[config.mk]
export PLATFORM = sky130hd
export DESIGN_NAME = pmem_arbiter_flat
export DESIGN_NICKNAME = d
export VERILOG_FILES = /design/src/rtl/pmem_arbiter_pkg.sv /design/src/rtl/pmem_arbiter_if.sv /design/src/rtl/pmem_port_mux.sv /design/src/rtl/pmem_arbiter.sv /design/src/flat_wrapper.sv
export SDC_FILE = /design/constraint.sdc
export NUM_CORES = 1
export LEC_CHECK = 0
export CORE_AREA = 2 2 271 273
export CTS_CLUSTER_SIZE = 40
export DETAILED_ROUTE_END_ITERATION = 10
export DIE_AREA = 0 0 273 275
export GPL_TIMING_DRIVEN = 1
export REMOVE_ABC_BUFFERS = 1
export SETUP_SLACK_MARGIN = 0.1
export SLEW_MARGIN = 20
export SYNTH_ARGS = -nofsm -noshare
export SYNTH_HDL_FRONTEND = slang
export SYNTH_SLANG_ARGS = --single-unit
[constraint.sdc]
create_clock -name clk -period 2.6 [get_ports clk]
set_clock_uncertainty 0.05 [all_clocks]
set_input_delay 0.78 -clock clk [delete_from_list [all_inputs] [get_ports clk]]
set_output_delay 0.78 -clock clk [all_outputs]
set_load 0.1 [all_outputs]
[src/rtl/pmem_arbiter_pkg.sv]
// Shared types for the physical-memory arbiter: line/address types, port select
// and arbiter state encoding.
package pmem_arbiter_pkg;

  typedef logic [15:0]  lc3b_pmem_addr;
  typedef logic [127:0] lc3b_pmem_line;

  typedef enum logic {
    PORT_I = 1'b0,
    PORT_D = 1'b1
  } lc3b_pmem_port_t;

  typedef enum logic [1:0] {
    S_IDLE    = 2'd0,
    S_SERVE_I = 2'd1,
    S_SERVE_D = 2'd2
  } arb_state_t;

  function automatic lc3b_pmem_port_t other_port(input lc3b_pmem_port_t p);
    return (p == PORT_I) ? PORT_D : PORT_I;
  endfunction

endpackage

[src/rtl/pmem_arbiter_if.sv]
// Cache-side and memory-side line bus seen by the arbiter. The master modport is
// the arbiter's view; slave is the surrounding caches and downstream memory.
interface pmem_arbiter_if #(
  parameter int ADDR_WIDTH = 16,
  parameter int LINE_WIDTH = 128
);
  logic                  i_read;
  logic [ADDR_WIDTH-1:0] i_address;
  logic [LINE_WIDTH-1:0] i_rdata;
  logic                  i_resp;
  logic                  d_read;
  logic                  d_write;
  logic [ADDR_WIDTH-1:0] d_address;
  logic [LINE_WIDTH-1:0] d_wdata;
  logic [LINE_WIDTH-1:0] d_rdata;
  logic                  d_resp;
  logic                  read_out;
  logic                  write_out;
  logic [ADDR_WIDTH-1:0] address_out;
  logic [LINE_WIDTH-1:0] wdata_out;
  logic [LINE_WIDTH-1:0] rdata_in;
  logic                  resp_in;

  modport master (
    input  i_read, i_address, d_read, d_write, d_address, d_wdata, rdata_in, resp_in,
    output i_rdata, i_resp, d_rdata, d_resp, read_out, write_out, address_out, wdata_out
  );

  modport slave (
    output i_read, i_address, d_read, d_write, d_address, d_wdata, rdata_in, resp_in,
    input  i_rdata, i_resp, d_rdata, d_resp, read_out, write_out, address_out, wdata_out
  );
endinterface

[src/rtl/pmem_port_mux.sv]
// Combinational steering of the granted cache's request onto the memory port
// and of the memory response back to that cache only.
module pmem_port_mux
  import pmem_arbiter_pkg::*;
#(
  parameter int ADDR_WIDTH = 16,
  parameter int LINE_WIDTH = 128
) (
  input  logic                  active_i,
  input  lc3b_pmem_port_t       sel_i,
  input  logic                  i_read_i,
  input  logic [ADDR_WIDTH-1:0] i_address_i,
  input  logic                  d_read_i,
  input  logic                  d_write_i,
  input  logic [ADDR_WIDTH-1:0] d_address_i,
  input  logic [LINE_WIDTH-1:0] d_wdata_i,
  input  logic                  resp_i,
  output logic                  read_o,
  output logic                  write_o,
  output logic [ADDR_WIDTH-1:0] address_o,
  output logic [LINE_WIDTH-1:0] wdata_o,
  output logic                  i_resp_o,
  output logic                  d_resp_o
);

  always_comb begin
    read_o    = 1'b0;
    write_o   = 1'b0;
    address_o = '0;
    wdata_o   = '0;
    i_resp_o  = 1'b0;
    d_resp_o  = 1'b0;
    if (active_i) begin
      if (sel_i == PORT_I) begin
        read_o    = i_read_i;
        address_o = i_address_i;
        i_resp_o  = resp_i;
      end else begin
        // a simultaneous read+write from the D-cache is treated as a write
        read_o    = d_read_i & ~d_write_i;
        write_o   = d_write_i;
        address_o = d_address_i;
        wdata_o   = d_wdata_i;
        d_resp_o  = resp_i;
      end
    end
  end

endmodule

[src/rtl/pmem_arbiter.sv]
// Two-port I/D line arbiter: holds a grant until the memory response, then idles
// one cycle so downstream strobes drop between transactions. Ties go round-robin.
module pmem_arbiter
  import pmem_arbiter_pkg::*;
#(
  parameter int ADDR_WIDTH = $bits(lc3b_pmem_addr),
  parameter int LINE_WIDTH = $bits(lc3b_pmem_line)
) (
  input  logic          clk,
  input  logic          reset_n,
  pmem_arbiter_if.master bus
);

  arb_state_t      state_q, state_d;
  lc3b_pmem_port_t last_grant_q, last_grant_d;
  logic            i_pend;
  logic            d_pend;
  logic            grant_active;
  lc3b_pmem_port_t grant_sel;

  assign i_pend = bus.i_read;
  assign d_pend = bus.d_read | bus.d_write;

  always_ff @(posedge clk or negedge reset_n) begin
    if (!reset_n) begin
      state_q      <= S_IDLE;
      last_grant_q <= PORT_D;
    end else begin
      state_q      <= state_d;
      last_grant_q <= last_grant_d;
    end
  end

  always_comb begin
    state_d      = state_q;
    last_grant_d = last_grant_q;
    case (state_q)
      S_IDLE: begin
        if (i_pend && d_pend) begin
          state_d = (other_port(last_grant_q) == PORT_I) ? S_SERVE_I : S_SERVE_D;
        end else if (i_pend) begin
          state_d = S_SERVE_I;
        end else if (d_pend) begin
          state_d = S_SERVE_D;
        end
      end
      S_SERVE_I: begin
        if (bus.resp_in) begin
          state_d      = S_IDLE;
          last_grant_d = PORT_I;
        end
      end
      S_SERVE_D: begin
        if (bus.resp_in) begin
          state_d      = S_IDLE;
          last_grant_d = PORT_D;
        end
      end
      default: state_d = S_IDLE;
    endcase
  end

  assign grant_active = (state_q != S_IDLE);
  assign grant_sel    = (state_q == S_SERVE_D) ? PORT_D : PORT_I;

  // read data is broadcast; only the response is steered
  assign bus.i_rdata = bus.rdata_in;
  assign bus.d_rdata = bus.rdata_in;

  pmem_port_mux #(
    .ADDR_WIDTH(ADDR_WIDTH),
    .LINE_WIDTH(LINE_WIDTH)
  ) u_mux (
    .active_i   (grant_active),
    .sel_i      (grant_sel),
    .i_read_i   (bus.i_read),
    .i_address_i(bus.i_address),
    .d_read_i   (bus.d_read),
    .d_write_i  (bus.d_write),
    .d_address_i(bus.d_address),
    .d_wdata_i  (bus.d_wdata),
    .resp_i     (bus.resp_in),
    .read_o     (bus.read_out),
    .write_o    (bus.write_out),
    .address_o  (bus.address_out),
    .wdata_o    (bus.wdata_out),
    .i_resp_o   (bus.i_resp),
    .d_resp_o   (bus.d_resp)
  );

endmodule

[src/flat_wrapper.sv]
// flat-port wrapper written by rule: the top's interface ports become plain ports
module pmem_arbiter_flat import pmem_arbiter_pkg::*;
#(
  parameter int ADDR_WIDTH = $bits(lc3b_pmem_addr),
  parameter int LINE_WIDTH = $bits(lc3b_pmem_line)
)
  (clk, reset_n, bus_i_read, bus_i_address, bus_d_read, bus_d_write, bus_d_address, bus_d_wdata, bus_rdata_in, bus_resp_in, bus_i_rdata, bus_i_resp, bus_d_rdata, bus_d_resp, bus_read_out, bus_write_out, bus_address_out, bus_wdata_out);
  pmem_arbiter_if #(.ADDR_WIDTH(ADDR_WIDTH), .LINE_WIDTH(LINE_WIDTH)) bus_i ();
  input  logic clk;
  input  logic reset_n;
  input wire logic [$bits(bus_i.i_read)-1:0] bus_i_read;
  input wire logic [$bits(bus_i.i_address)-1:0] bus_i_address;
  input wire logic [$bits(bus_i.d_read)-1:0] bus_d_read;
  input wire logic [$bits(bus_i.d_write)-1:0] bus_d_write;
  input wire logic [$bits(bus_i.d_address)-1:0] bus_d_address;
  input wire logic [$bits(bus_i.d_wdata)-1:0] bus_d_wdata;
  input wire logic [$bits(bus_i.rdata_in)-1:0] bus_rdata_in;
  input wire logic [$bits(bus_i.resp_in)-1:0] bus_resp_in;
  output wire logic [$bits(bus_i.i_rdata)-1:0] bus_i_rdata;
  output wire logic [$bits(bus_i.i_resp)-1:0] bus_i_resp;
  output wire logic [$bits(bus_i.d_rdata)-1:0] bus_d_rdata;
  output wire logic [$bits(bus_i.d_resp)-1:0] bus_d_resp;
  output wire logic [$bits(bus_i.read_out)-1:0] bus_read_out;
  output wire logic [$bits(bus_i.write_out)-1:0] bus_write_out;
  output wire logic [$bits(bus_i.address_out)-1:0] bus_address_out;
  output wire logic [$bits(bus_i.wdata_out)-1:0] bus_wdata_out;
  assign bus_i.i_read = bus_i_read;
  assign bus_i.i_address = bus_i_address;
  assign bus_i.d_read = bus_d_read;
  assign bus_i.d_write = bus_d_write;
  assign bus_i.d_address = bus_d_address;
  assign bus_i.d_wdata = bus_d_wdata;
  assign bus_i.rdata_in = bus_rdata_in;
  assign bus_i.resp_in = bus_resp_in;
  assign bus_i_rdata = bus_i.i_rdata;
  assign bus_i_resp = bus_i.i_resp;
  assign bus_d_rdata = bus_i.d_rdata;
  assign bus_d_resp = bus_i.d_resp;
  assign bus_read_out = bus_i.read_out;
  assign bus_write_out = bus_i.write_out;
  assign bus_address_out = bus_i.address_out;
  assign bus_wdata_out = bus_i.wdata_out;
  pmem_arbiter #(.ADDR_WIDTH(ADDR_WIDTH), .LINE_WIDTH(LINE_WIDTH)) u_core (.clk(clk), .reset_n(reset_n), .bus(bus_i));
endmodule
==> results of run 1 <==
[flip-flops by register name, summed over array words and instances (netlist names)]
signal / count
u_core.state_q: 2
u_core.last_grant_q: 1
[path summary, 6_finish.rpt]
path | start | endpoint | slack (ns)
max in group asynchronous | reset_n | u_core.last_grant_q$_DFFE_PN1P_ | 1.57
min reg2reg | u_core.last_grant_q$_DFFE_PN1P_ | u_core.last_grant_q$_DFFE_PN1P_ | 0.52
min | u_core.last_grant_q$_DFFE_PN1P_ | u_core.last_grant_q$_DFFE_PN1P_ | 0.52
max | u_core.state_q[0]$_DFFE_PN0P_ | bus_wdata_out[78] | -0.04
min in group asynchronous | reset_n | u_core.state_q[1]$_DFFE_PN0P_ | 0.70
max reg2reg | u_core.state_q[1]$_DFFE_PN0P_ | u_core.state_q[1]$_DFFE_PN0P_ | 1.08
[report_power, final]
part | switching [mW] | total (mW) | leakage (nW) | internal, mW
Clock | 0.0415 | 0.244 | 0.0382 | 0.202
Combinational | 5.63 | 8.99 | 2.99 | 3.37
Sequential | 0.0250 | 0.0996 | 0.0349 | 0.0746
Total | 5.69 | 9.34 | 3.07 | 3.64
[metrics by stage]
stage                     total power, mW  worst slack [ns]  TNS (ns)  hold slack [ns]  utilization [%]
after floorplan                     4.612            -2.062   -283.88           0.4344                -
after global placement              8.110           -0.1659   -0.2132           0.4847            9.996
after detailed placement            8.109           -0.1465   -0.1955           0.5029            9.996
after CTS                           8.991          -0.04671    -1.642           0.5156            10.71
after global routing                9.665           -0.1132    -7.039           0.5266            11.17
final                               9.337          -0.04149   -0.8827           0.5172            11.20
[cells in the final DEF (no fill, tap or decap), types with 3 or more instances in the layout]
master	count
nor2_2	3
buf_16	4
buf_6	5
buf_4	15
buf_12	153
nand2_1	3
diode_2	9
and2_1	16
clkdlybuf4s50_1	133
nor2_4	4
nor2_1	10
dlymetal6s2s_1	12
and2_4	114
mux2i_4	4
clkbuf_16	7
dlygate4sd2_1	20
mux2i_1	10
[what timing repair did]
| item | CTS | global route |
|---|---|---|
| pin swaps | 24 | 11 |
| resized for setup | 143 | 50 |
| endpoints found under the hold margin | 0 | 0 |
| endpoints found under the setup margin | 148 | 148 |
| setup buffers | 5 | 7 |
| hold buffers | 0 | 0 |
| cloned | 3 | 5 |
[kinds of logic (layout without fill, tap and decap cells)]
kind of cell / count (synthesis) / after routing / synth area share (%)
AND/OR/NAND/NOR: 159 / 159 / 28.89
adder cells (fa/ha/maj): 3 / 3 / 1.145
flip-flops: 3 / 3 / 2.328
other: 0 / 9 / 0
multiplexers: 16 / 16 / 4.885
AO/OA/AOI/OAI: 6 / 6 / 1.221
buffers and inverters: 276 / 353 / 61.53
[metal layers]
layer / up-vias / global-route usage, %
met3: 52 / 27.65
met4: 28 / 1.510
met5: - / 10.03
li1: 1315 / -
met1: 1703 / 18.64
met2: 924 / 24.35
[Yosys cell counts (2+ instances only)]
cell      number  area [sq um]
nand3_1        2         10.01
nor2_1        17         63.81
nor2b_1        2         12.51
mux2i_1       16         160.2
nand2_1        3         11.26
buf_4        257          1929
and2_1       130         813.3
clkbuf_1       4         15.01
dfrtp_1        2         50.05
clkbuf_2      10         50.05
ha_1           3         37.54
inv_1          2         7.510
o21ai_0        2         10.01
buf_2          3         15.01
nand2b_1       2         12.51
[area by class of cell]
| class | instances | area [sq um] | area share, % |
|---|---|---|---|
| multi-input combinational | 184 | 1602 | 19.77 |
| inverter | 2 | 7.507 | 0.09266 |
| timing repair buffer | 347 | 5114 | 63.12 |
| sequential | 3 | 77.57 | 0.9575 |
| antenna | 9 | 22.52 | 0.2780 |
| clock buffer | 4 | 78.83 | 0.9730 |
| tap | 959 | 1200 | 14.81 |
[critical path, stage by stage (launching register included)]
cell,delay (ns)
dfrtp_1,0.39
inv_2,0.10
ha_4,0.14
nor2b_4,0.21
buf_12,0.17
buf_16,0.17
and2_1,0.19
buf_12,0.18
==> impl_metrics.py, run 1 <==
metrics = {
    "sta": {
        "rsz0062_at_grt": "yes",
        "setup_slack_ns": -0.04149,
        "setup_viol": 40,
        "fmax_mhz": 378.6,
        "period_share_pct": 101.6,
        "hold_viol": 0,
        "relSlewSlack_pct": 76.54,
        "period_minus_slack_ns": 2.641,
        "report.final.slew_viol_count": 0,
        "worstMarginPinSlew_ns": 0.3519,
    },
    "setup_path": {
        "worstPathRequired_ns": 1.77,
        "startpoint_type": "register",
        "endpoint_kind": "output port",
        "arrival_ns": 1.81,
        "crit_fanout": 27,
        "critical_path_class": "reg -> out",
        "r2r_cells": 6,
    },
    "place": {
        "io_buffers": 313,
        "place_congestion": 0.8626,
        "placed_cell_area_sq_um": 7231,
        "dp_cells": 1475,
        "place_hpwl_um": 69360,
    },
    "clocking": {
        "cts_tree": "yes",
        "cts_buffers": 3,
        "clock_latency_ns": 0.22,
        "cts_max_level": 1,
        "clk_path_buf_depth": 2,
        "root_buffer": "clkbuf_16",
        "clkSlewWorstSetupHoldPaths_ns": 0.03,
        "clkSinkCount": 3,
    },
    "floorplan": {
        "die-height_um": 275,
        "ioPinCount": 698,
        "die_w_um": 273,
        "rows": 99,
        "core_sq_um": 72340,
        "initial_utilization_pct": 4.532,
        "die_area_sq_um": 75080,
    },
    "route": {
        "wl_met2_um": 26670,
        "wire_per_inst_um": 51.09,
        "drt_wl_total_um": 77050,
        "post-route-drc-count": 0,
        "routed_via_density": 2.667,
        "drt_iter0_drc": 268,
        "dr.pass1.iters": 5,
        "vias": 4022,
        "wl_met3_um": 23060,
        "top_layer": "met5",
        "wl_met1_um": 25590,
        "drt.antenna.violating_nets": 0,
    },
    "synthesis": {
        "syn_area_sq_um": 3278,
        "ys.flop_type": "dfrtp_1",
        "ys_warn_count": 0,
        "synth_enable_flop_cells": 0,
        "synth_area_per_cell_sq_um": 7.080,
        "async_reset_ff_share_pct": 100.0,
        "synth_seq_area_share_pct": 2.328,
        "synth-seq-cells": 3,
        "yosys.cell_types.count": 23,
        "synthCells": 463,
    },
    "layout": {
        "fin_nets": 838,
        "area_delta_synth_final_pct": 147.1,
        "fin_cells": 1508,
        "fillers": 8294,
        "postLayoutCellArea_sq_um": 8102,
        "drive_above_1_share_pct": 59.63,
    },
    "global_routing": {
        "grt_max_degree": 28,
        "grt_pass1_vias": 3857,
        "grt-ovfl-total": 0,
        "antenna_found_initial": 29,
        "grt_pass1_wl_um": 86330,
        "grt_use_total_pct": 19.67,
    },
    "run": {
        "maxCapViolCount": 0,
    },
    "power": {
        "p_leak_nw": 3.066,
        "power_density_nw_per_um2": 1152,
        "ir_worst_vdd_mv": 0.8384,
    },
    "hold_path": {
        "hold_path_class": "reg -> reg",
        "worstHoldPathCells": 1,
    },
    "run_status": {
        "failed_checks": "setup timing",
        "status": "finished with violations",
    },
}
Power figures use the tool's default switching activity.
==> run 2: changes to the inputs <==
--- a/config.mk
+++ b/config.mk
@@ -12,7 +12,6 @@
 export GPL_TIMING_DRIVEN = 1
 export REMOVE_ABC_BUFFERS = 1
 export SETUP_SLACK_MARGIN = 0.1
-export SLEW_MARGIN = 20
 export SYNTH_ARGS = -nofsm -noshare
 export SYNTH_HDL_FRONTEND = slang
 export SYNTH_SLANG_ARGS = --single-unit
==> results of run 2 <==
No change in the layout: final DEF, timing and power equal those of run 1.
